File: src/rtl/mul_sequencer.sv
// mul_sequencer: radix-2 shift-add RV32M multiply driven through the shared ALU
module mul_sequencer #(
  parameter int          WIDTH   = 32,
  parameter logic [3:0]  ALU_ADD = 4'b0000,
  parameter logic [3:0]  ALU_SUB = 4'b0001
) (
  input  logic             clk,
  input  logic             reset,
  input  logic             start_i,
  input  logic [2:0]       funct3_i,
  input  logic [WIDTH-1:0] rs1_i,
  input  logic [WIDTH-1:0] rs2_i,
  input  logic [WIDTH-1:0] alu_result_i,
  output logic             alu_grant_o,
  output logic [3:0]       alu_operation_o,
  output logic [WIDTH-1:0] alu_a_o,
  output logic [WIDTH-1:0] alu_b_o,
  output logic             busy_o,
  output logic             done_o,
  output logic [WIDTH-1:0] result_o
);
  localparam int CW = $clog2(WIDTH);
  typedef enum logic [2:0] {IDLE, ABS_A, ABS_B, MUL, NEG_LO, NEG_HI, DONE} state_t;
  state_t state, next;
  logic [WIDTH-1:0] mcand, mplr, hi, lo;
  logic [2:0] f3;
  logic a_neg, b_neg, neg_res, lo_zero;
  logic [CW-1:0] cnt;
  logic accept, last, carry;
  assign accept = start_i & ~funct3_i[2];
  assign last = cnt == CW'(WIDTH - 1);
  assign carry = alu_result_i < hi;
  assign busy_o = state != IDLE;
  assign done_o = state == DONE;
  assign result_o = f3 == 3'b000 ? lo : hi;
  // state register
  always_ff @(posedge clk or posedge reset) begin
    if (reset) state <= IDLE;
    else state <= next;
  end
  // sequence: fixed walk through every step so latency never depends on operands
  always_comb begin
    next = state;
    case (state)
      IDLE:    next = accept ? ABS_A : IDLE;
      ABS_A:   next = ABS_B;
      ABS_B:   next = MUL;
      MUL:     next = last ? NEG_LO : MUL;
      NEG_LO:  next = NEG_HI;
      NEG_HI:  next = DONE;
      default: next = IDLE;
    endcase
  end
  // ALU drive: idle/done leave the ALU parked on a zero ADD
  always_comb begin
    alu_grant_o = 1'b1;
    alu_operation_o = ALU_SUB;
    alu_a_o = '0;
    alu_b_o = '0;
    case (state)
      ABS_A:  alu_b_o = mcand;
      ABS_B:  alu_b_o = mplr;
      MUL: begin
        alu_operation_o = ALU_ADD;
        alu_a_o = hi;
        alu_b_o = lo[0] ? mcand : '0;
      end
      NEG_LO: alu_b_o = lo;
      NEG_HI: begin
        alu_operation_o = ALU_ADD;
        alu_a_o = ~hi;
        alu_b_o = WIDTH'(lo_zero);
      end
      default: begin
        alu_grant_o = 1'b0;
        alu_operation_o = ALU_ADD;
      end
    endcase
  end
  // datapath: magnitudes, shift-add loop, then 64-bit negate as {~hi + (lo==0), -lo}
  always_ff @(posedge clk or posedge reset) begin
    if (reset) begin
      mcand <= '0;
      mplr <= '0;
      hi <= '0;
      lo <= '0;
      f3 <= '0;
      a_neg <= 1'b0;
      b_neg <= 1'b0;
      neg_res <= 1'b0;
      lo_zero <= 1'b0;
      cnt <= '0;
    end else begin
      case (state)
        IDLE: if (accept) begin
          mcand <= rs1_i;
          mplr <= rs2_i;
          f3 <= funct3_i;
          a_neg <= rs1_i[WIDTH-1] & (funct3_i == 3'b001 | funct3_i == 3'b010);
          b_neg <= rs2_i[WIDTH-1] & (funct3_i == 3'b001);
          neg_res <= (rs1_i[WIDTH-1] & (funct3_i == 3'b001 | funct3_i == 3'b010)) ^ (rs2_i[WIDTH-1] & (funct3_i == 3'b001));
          hi <= '0;
          cnt <= '0;
        end
        ABS_A: if (a_neg) mcand <= alu_result_i;
        ABS_B: lo <= b_neg ? alu_result_i : mplr;
        MUL: begin
          hi <= {carry, alu_result_i[WIDTH-1:1]};
          lo <= {alu_result_i[0], lo[WIDTH-1:1]};
          cnt <= cnt + 1'b1;
        end
        NEG_LO: begin
          lo_zero <= lo == '0;
          if (neg_res) lo <= alu_result_i;
        end
        NEG_HI: if (neg_res) hi <= alu_result_i;
        default: ;
      endcase
    end
  end
endmodule

File: config.mk
export PLATFORM = sky130hd
export DESIGN_NAME = mul_sequencer
export DESIGN_NICKNAME = d
export VERILOG_FILES = /design/src/rtl/mul_sequencer.sv
export SDC_FILE = /design/constraint.sdc
export NUM_CORES = 1
export LEC_CHECK = 0
export ABC_CLOCK_PERIOD_IN_PS = 7500
export CAP_MARGIN = 40
export CORE_UTILIZATION = 50
export DETAILED_ROUTE_END_ITERATION = 6
export GPL_TIMING_DRIVEN = 0
export HOLD_SLACK_MARGIN = 0.03
export PLACE_DENSITY = 0.84
export SYNTH_ARGS = -nofsm -noshare
export SYNTH_HDL_FRONTEND = slang
export SYNTH_SLANG_ARGS = --single-unit
File: constraint.sdc
create_clock -name clk -period 7.5 [get_ports clk]
set_input_delay 2.25 -clock clk [delete_from_list [all_inputs] [get_ports clk]]
set_output_delay 2.25 -clock clk [all_outputs]
set_load 0.01 [all_outputs]
-- After elaboration in Yosys (flattened, before gate mapping)
Cells that the tools add are included.
Widths: inputs -> output; s select.
- register bits after elaboration: 143
- output and inout port bits: 103
- bits in writable memories: 0
- latch bits: 0
- memories kept: 0
- word-level logic and storage cells: 67
- input bits: 102
- memory bits (read-only): 0
- multiply operators: 0
- reduce and logical (&&, ||, !) cells: 15
- shift operators: 0
- order comparisons: 1
- bitwise logic cells: 7
- add/sub/neg operators: 1
- mux-type cells: 19
- equal/unequal tests: 13
- divide/modulo/power cells: 0
- operators with widths (kind ; number):
    $mux 32 ; 7
    $pmux 32 s3 ; 2
    $pmux 32 s5 ; 1
    $pmux 32 s2 ; 2
    $logic_not 32->1 ; 1
    $lt 32x32->1 ; 1
    $not 32->32 ; 1
    $pmux 3 s6 ; 1
    $pmux 5 s2 ; 1
    $eq 3x2->1 const B ; 3
    $eq 3x3->1 const B ; 3
    $reduce_bool 3->1 ; 3
    $ne 2x2->1 const B ; 4
    $eq 3x1->1 const B ; 2
    $logic_not 3->1 ; 2
    $reduce_and 2->1 ; 3
    $reduce_and 3->1 ; 2
    $add 5x1->5 const B ; 1
    $eq 5x5->1 const B ; 1
    $mux 5 ; 1
    $reduce_or 5->1 ; 1
    $reduce_bool 2->1 ; 2
    $and 1x1->1 ; 3
    $mux 1 ; 3
    5 further kinds ; 5

-- Depth between registers and ports, before layout
- depth in word-level cells: 4
- mapped depth: 9
- depth with buffers taken out: 7

-- Worst setup path after synthesis
OpenSTA, ideal clock, no wires.
- path type: register -> output
- start: reg state[2]
- end: out alu_b_o[24]
- data required time: 5.250 ns
- data arrival time: 1.690 ns
- path buffers: 2
- cell stages (with the launch flop): 7
- path slack: 3.560 ns
- cell sequence: dfrtp_1 buf_2 nor3_2 a21o_1 clkbuf_1 a222oi_1 nor2_1
- longest elaborated chain between the ends: 2
- elaborated cells between the ends (all ways): 6
- classes of those cells: 5 x eq/ne; 1 x mux
- RTL lines (item ; RTL line ; text):
    start: declaration ; 24 ; state_t state, next;
    start signal: assignment ; 39 ; else state <= next;
    $eq 3x3->1, or another cell as far along ; 60 ; case (state)
    $pmux 32 s5 (*) ; 60 ;
    end: declaration ; 17 ; output logic [WIDTH-1:0] alu_b_o,
Mark *: on every way between the ends. The rest lies on a longest branch, timed or not.

-- Final worst setup path
- start: reg state[1]
- end: out alu_b_o[30]
Same word-level chain as after synthesis.

==> results.md <==
* Outcome: finished with violations
* Violated checks: design-rule violations
* Die area at 0.0171 mm2
* DRC marker count from the first detailed-route iteration at around 1600
* Worst hold path depth at 2
* Critical path's slowest cell: nor3_2
* Avg WL per Cell at 21.5 um
* Worst hold slack at 0.483 ns
* Die Y at about 130 um
* Fin. Hold Viols at 0
* Top delay family on crit path: buffers and inverters
* GR Util All Layers at 35.0%
* # nets final at 1264
* Most frequent cells in the layout: clkdlybuf4s50_1 (201), dfrtp_1 (143), nand2_1 (114), o21ai_0 (104), a21oi_1 (77)
* Vias per cell at 6.42
* EDFF count, synth at 0
* Vias in the first global route at approximately 8400
* First-pass GRT wire length at 44.7 mm
* Antenna-violating nets left at 0
* Worst path cell trace: inv_2, nor3_2, a21o_1, clkbuf_1, a222oi_1, nor2_1, clkdlybuf4s50_1
* Final period util at around 80%
* # diodes at 0
* Layout cells sized above 1 at between 8 and 9%
* DR pass1 iterations at 7
* Final setup violation count at 0
* Clock sink count at 143
* WS Path Type: reg2out
* Most common cell after layout, fill and taps aside: clkdlybuf4s50_1
* Register bit count reported by yosys at between 100 and 150
* RSZ-0062 raised after global routing: false
* CTS tree: built
* Routed wire length at 29.1 mm
* Net Sw Frac at 41.7%
* Int Power at 2820 uW
* Largest net degree at the start of global routing at 83
* I/O Buffers at 201
* Multi-input gate area at 0.00422 mm2
* Max Slew Vio Count at 0
* Worst slew pin tran at 0.798 ns
* Logic gate share of total power at between 50% and 60%
* R2R depth at 6
* Dominant synthesized flop cell: dfrtp_1
* Power per Cell Area at 431 mW/mm2
* Reg2Reg Setup Slack at 4.64 ns
* Area growth syn-to-layout at 35.7%
* Bufs on Longest Clock Path at 2
* Top Ports at 205
* Max-Cap Viols at 0
* CP Buf/Inv Count at 3
* Yosys warnings at 0
* Data required, critical path at 5.25 ns
* Die X at around 130 um
* Slew margin rel. at 46.5%
* Peak VDD IR at 0.269 mV
* Post-CTS setup repair buffer count at 0
* Psw at about 2000 uW
* Part of the power in registers at 29.5%
* Worst hold path type: reg2reg
* Worst-Skew Late Latency at 0.44 ns
* Post-synthesis instance area at 0.00827 mm2
* Unique masters post-synth at 46
* DRC errors left at 53
* # rows at 46
* Crit path launch type: flip-flop
* Minimum clock period after layout at 5.89 ns
* Biggest cell delay along the critical path at 0.69 ns
* Post-synthesis sequential area ratio at 43.3%
* Register area at 0.00358 mm2
* Skew final at around 0.007 ns
* Worst Path Arrival at between 3 and 4 ns
* CTS buffer count at 17
* Clock group share of total power at 17.7%
* Gate count of the mapped netlist at 899
* Fmax at 170 MHz
* Async set-reset flop share out of synthesis at 100%
* Clk pin slew, worst setup/hold paths at 0.06 ns
* GPL Wtd Cong at approximately 0.92
* Initial antenna violation count at 0
* Mapped Avg Cell Area at 9.20 um2
* Via count at 8703
* # hold bufs at CTS at 0
* Grt total ovfl at 0
* Filler cells at 1242
* WP depth at 7
* Crit path capture type: output port
* Post-CTS sizing at 0
* HPWL after DPL at between 20 and 25 mm
* Total core area at roughly 0.016 mm2
* Htree depth at 4
* Initial core utilization at 51.7%
* CP Max Fanout at 10
* Leak at 0.00474 uW
* Root Buffer: clkbuf_16
* Total power at slightly below 5000 uW
-- area by class of cell --
class,count,area share (%)
timing repair buffer,207,18.5
clock buffer,17,3.79
buffer,78,3.11
tap,216,2.41
inverter,35,1.22
multi-input combinational,645,37.6
sequential,143,31.9
clock inverter,15,1.45
-- final timing paths --
path                            from     endpoint
max                         state[1]  alu_b_o[30]
min                        mcand[15]    mcand[15]
max reg2reg                 state[1]        hi[6]
min reg2reg                mcand[15]    mcand[15]
max in group asynchronous      reset      mplr[4]
min in group asynchronous      reset    mcand[25]
-- synthesized netlist by cell type (2+ instances only) --
master | count | area [um2]
a211o_1 | 3 | 26.3
a21o_1 | 8 | 60.1
a21oi_1 | 77 | 385
a221oi_1 | 31 | 272
a222oi_1 | 63 | 631
a22oi_1 | 2 | 15.0
a31oi_1 | 3 | 18.8
and2_1 | 3 | 18.8
and3_1 | 4 | 25.0
buf_1 | 3 | 11.3
buf_2 | 6 | 30.0
buf_4 | 3 | 22.5
buf_6 | 5 | 56.3
clkbuf_1 | 61 | 229
dfrtp_1 | 143 | 3580
ha_1 | 35 | 438
inv_1 | 34 | 128
mux2_2 | 36 | 405
mux2i_1 | 32 | 320
nand2_1 | 114 | 428
nand2b_1 | 2 | 12.5
nand3_1 | 9 | 45.0
nand3b_1 | 2 | 15.0
nand4_1 | 9 | 56.3
nor2_1 | 72 | 270
nor2b_1 | 2 | 12.5
nor3_1 | 4 | 20.0
nor4_1 | 9 | 56.3
o21ai_0 | 104 | 521
o31ai_1 | 2 | 15.0
xor2_1 | 3 | 26.3
-- flip-flops by register name (all words and copies together) (netlist names) --
signal	cells
neg_res	1
state	3
lo	32
lo_zero	1
mplr	32
b_neg	1
cnt	5
hi	32
a_neg	1
f3	3
mcand	32
-- worst min-delay path: cells and delay by family (launching register included) --
| family | cells | cell delay [ns] |
|---|---|---|
| and+or+nand+nor | 1 | 0.05 |
| AOI/OAI and AO/OA | 1 | 0.06 |
| DFF | 1 | 0.34 |
-- cells by family after synthesis --
group	count (synthesis)	share of synthesized area, %
buf+inv	113	5.81
simple gates	236	12.3
flops	143	43.3
mux	68	8.77
xor+xnor	4	0.424
other cells	1	0.0453
compound gates	299	24.1
fa+ha+maj	35	5.29
-- power groups by stage --
stage                     logic, uW  clock network (uW)  registers [uW]
after floorplan                1390                   0            1320
after global placement         2420                   0            1400
after detailed placement       2490                   0            1420
after CTS                      2510                 853            1410
after global routing           2760                 893            1460
final                          2560                 856            1430
-- layer usage --
| metal | GRT usage [%] | share of wire, % |
|---|---|---|
| met4 | 15.5 | 3.1 |
| met5 | 0 | 0 |
| met1 | 45.6 | 38 |
| met2 | 55.4 | 47 |
| met3 | 8.51 | 12 |
-- through the flow --
| stage | setup slack, ns | std cells | TNS, ns | instance area [um2] | utilization, % |
|---|---|---|---|---|---|
| detailed placement | 2.26 | 1323 | 0 | 10600 | 66.4 |
| CTS | 1.80 | 1355 | 0 | 11200 | 70.1 |
| global placement | -0.623 | 1318 | -87.78 | 10600 | 66.0 |
| global route | 1.60 | 1356 | 0 | 11200 | 70.1 |
| finish | 1.61 | 1356 | 0 | 11200 | 70.1 |
| floorplan | 1.41 | 901 | 0 | 8280 | - |
Note: power is estimated with default switching activity, not from simulation.
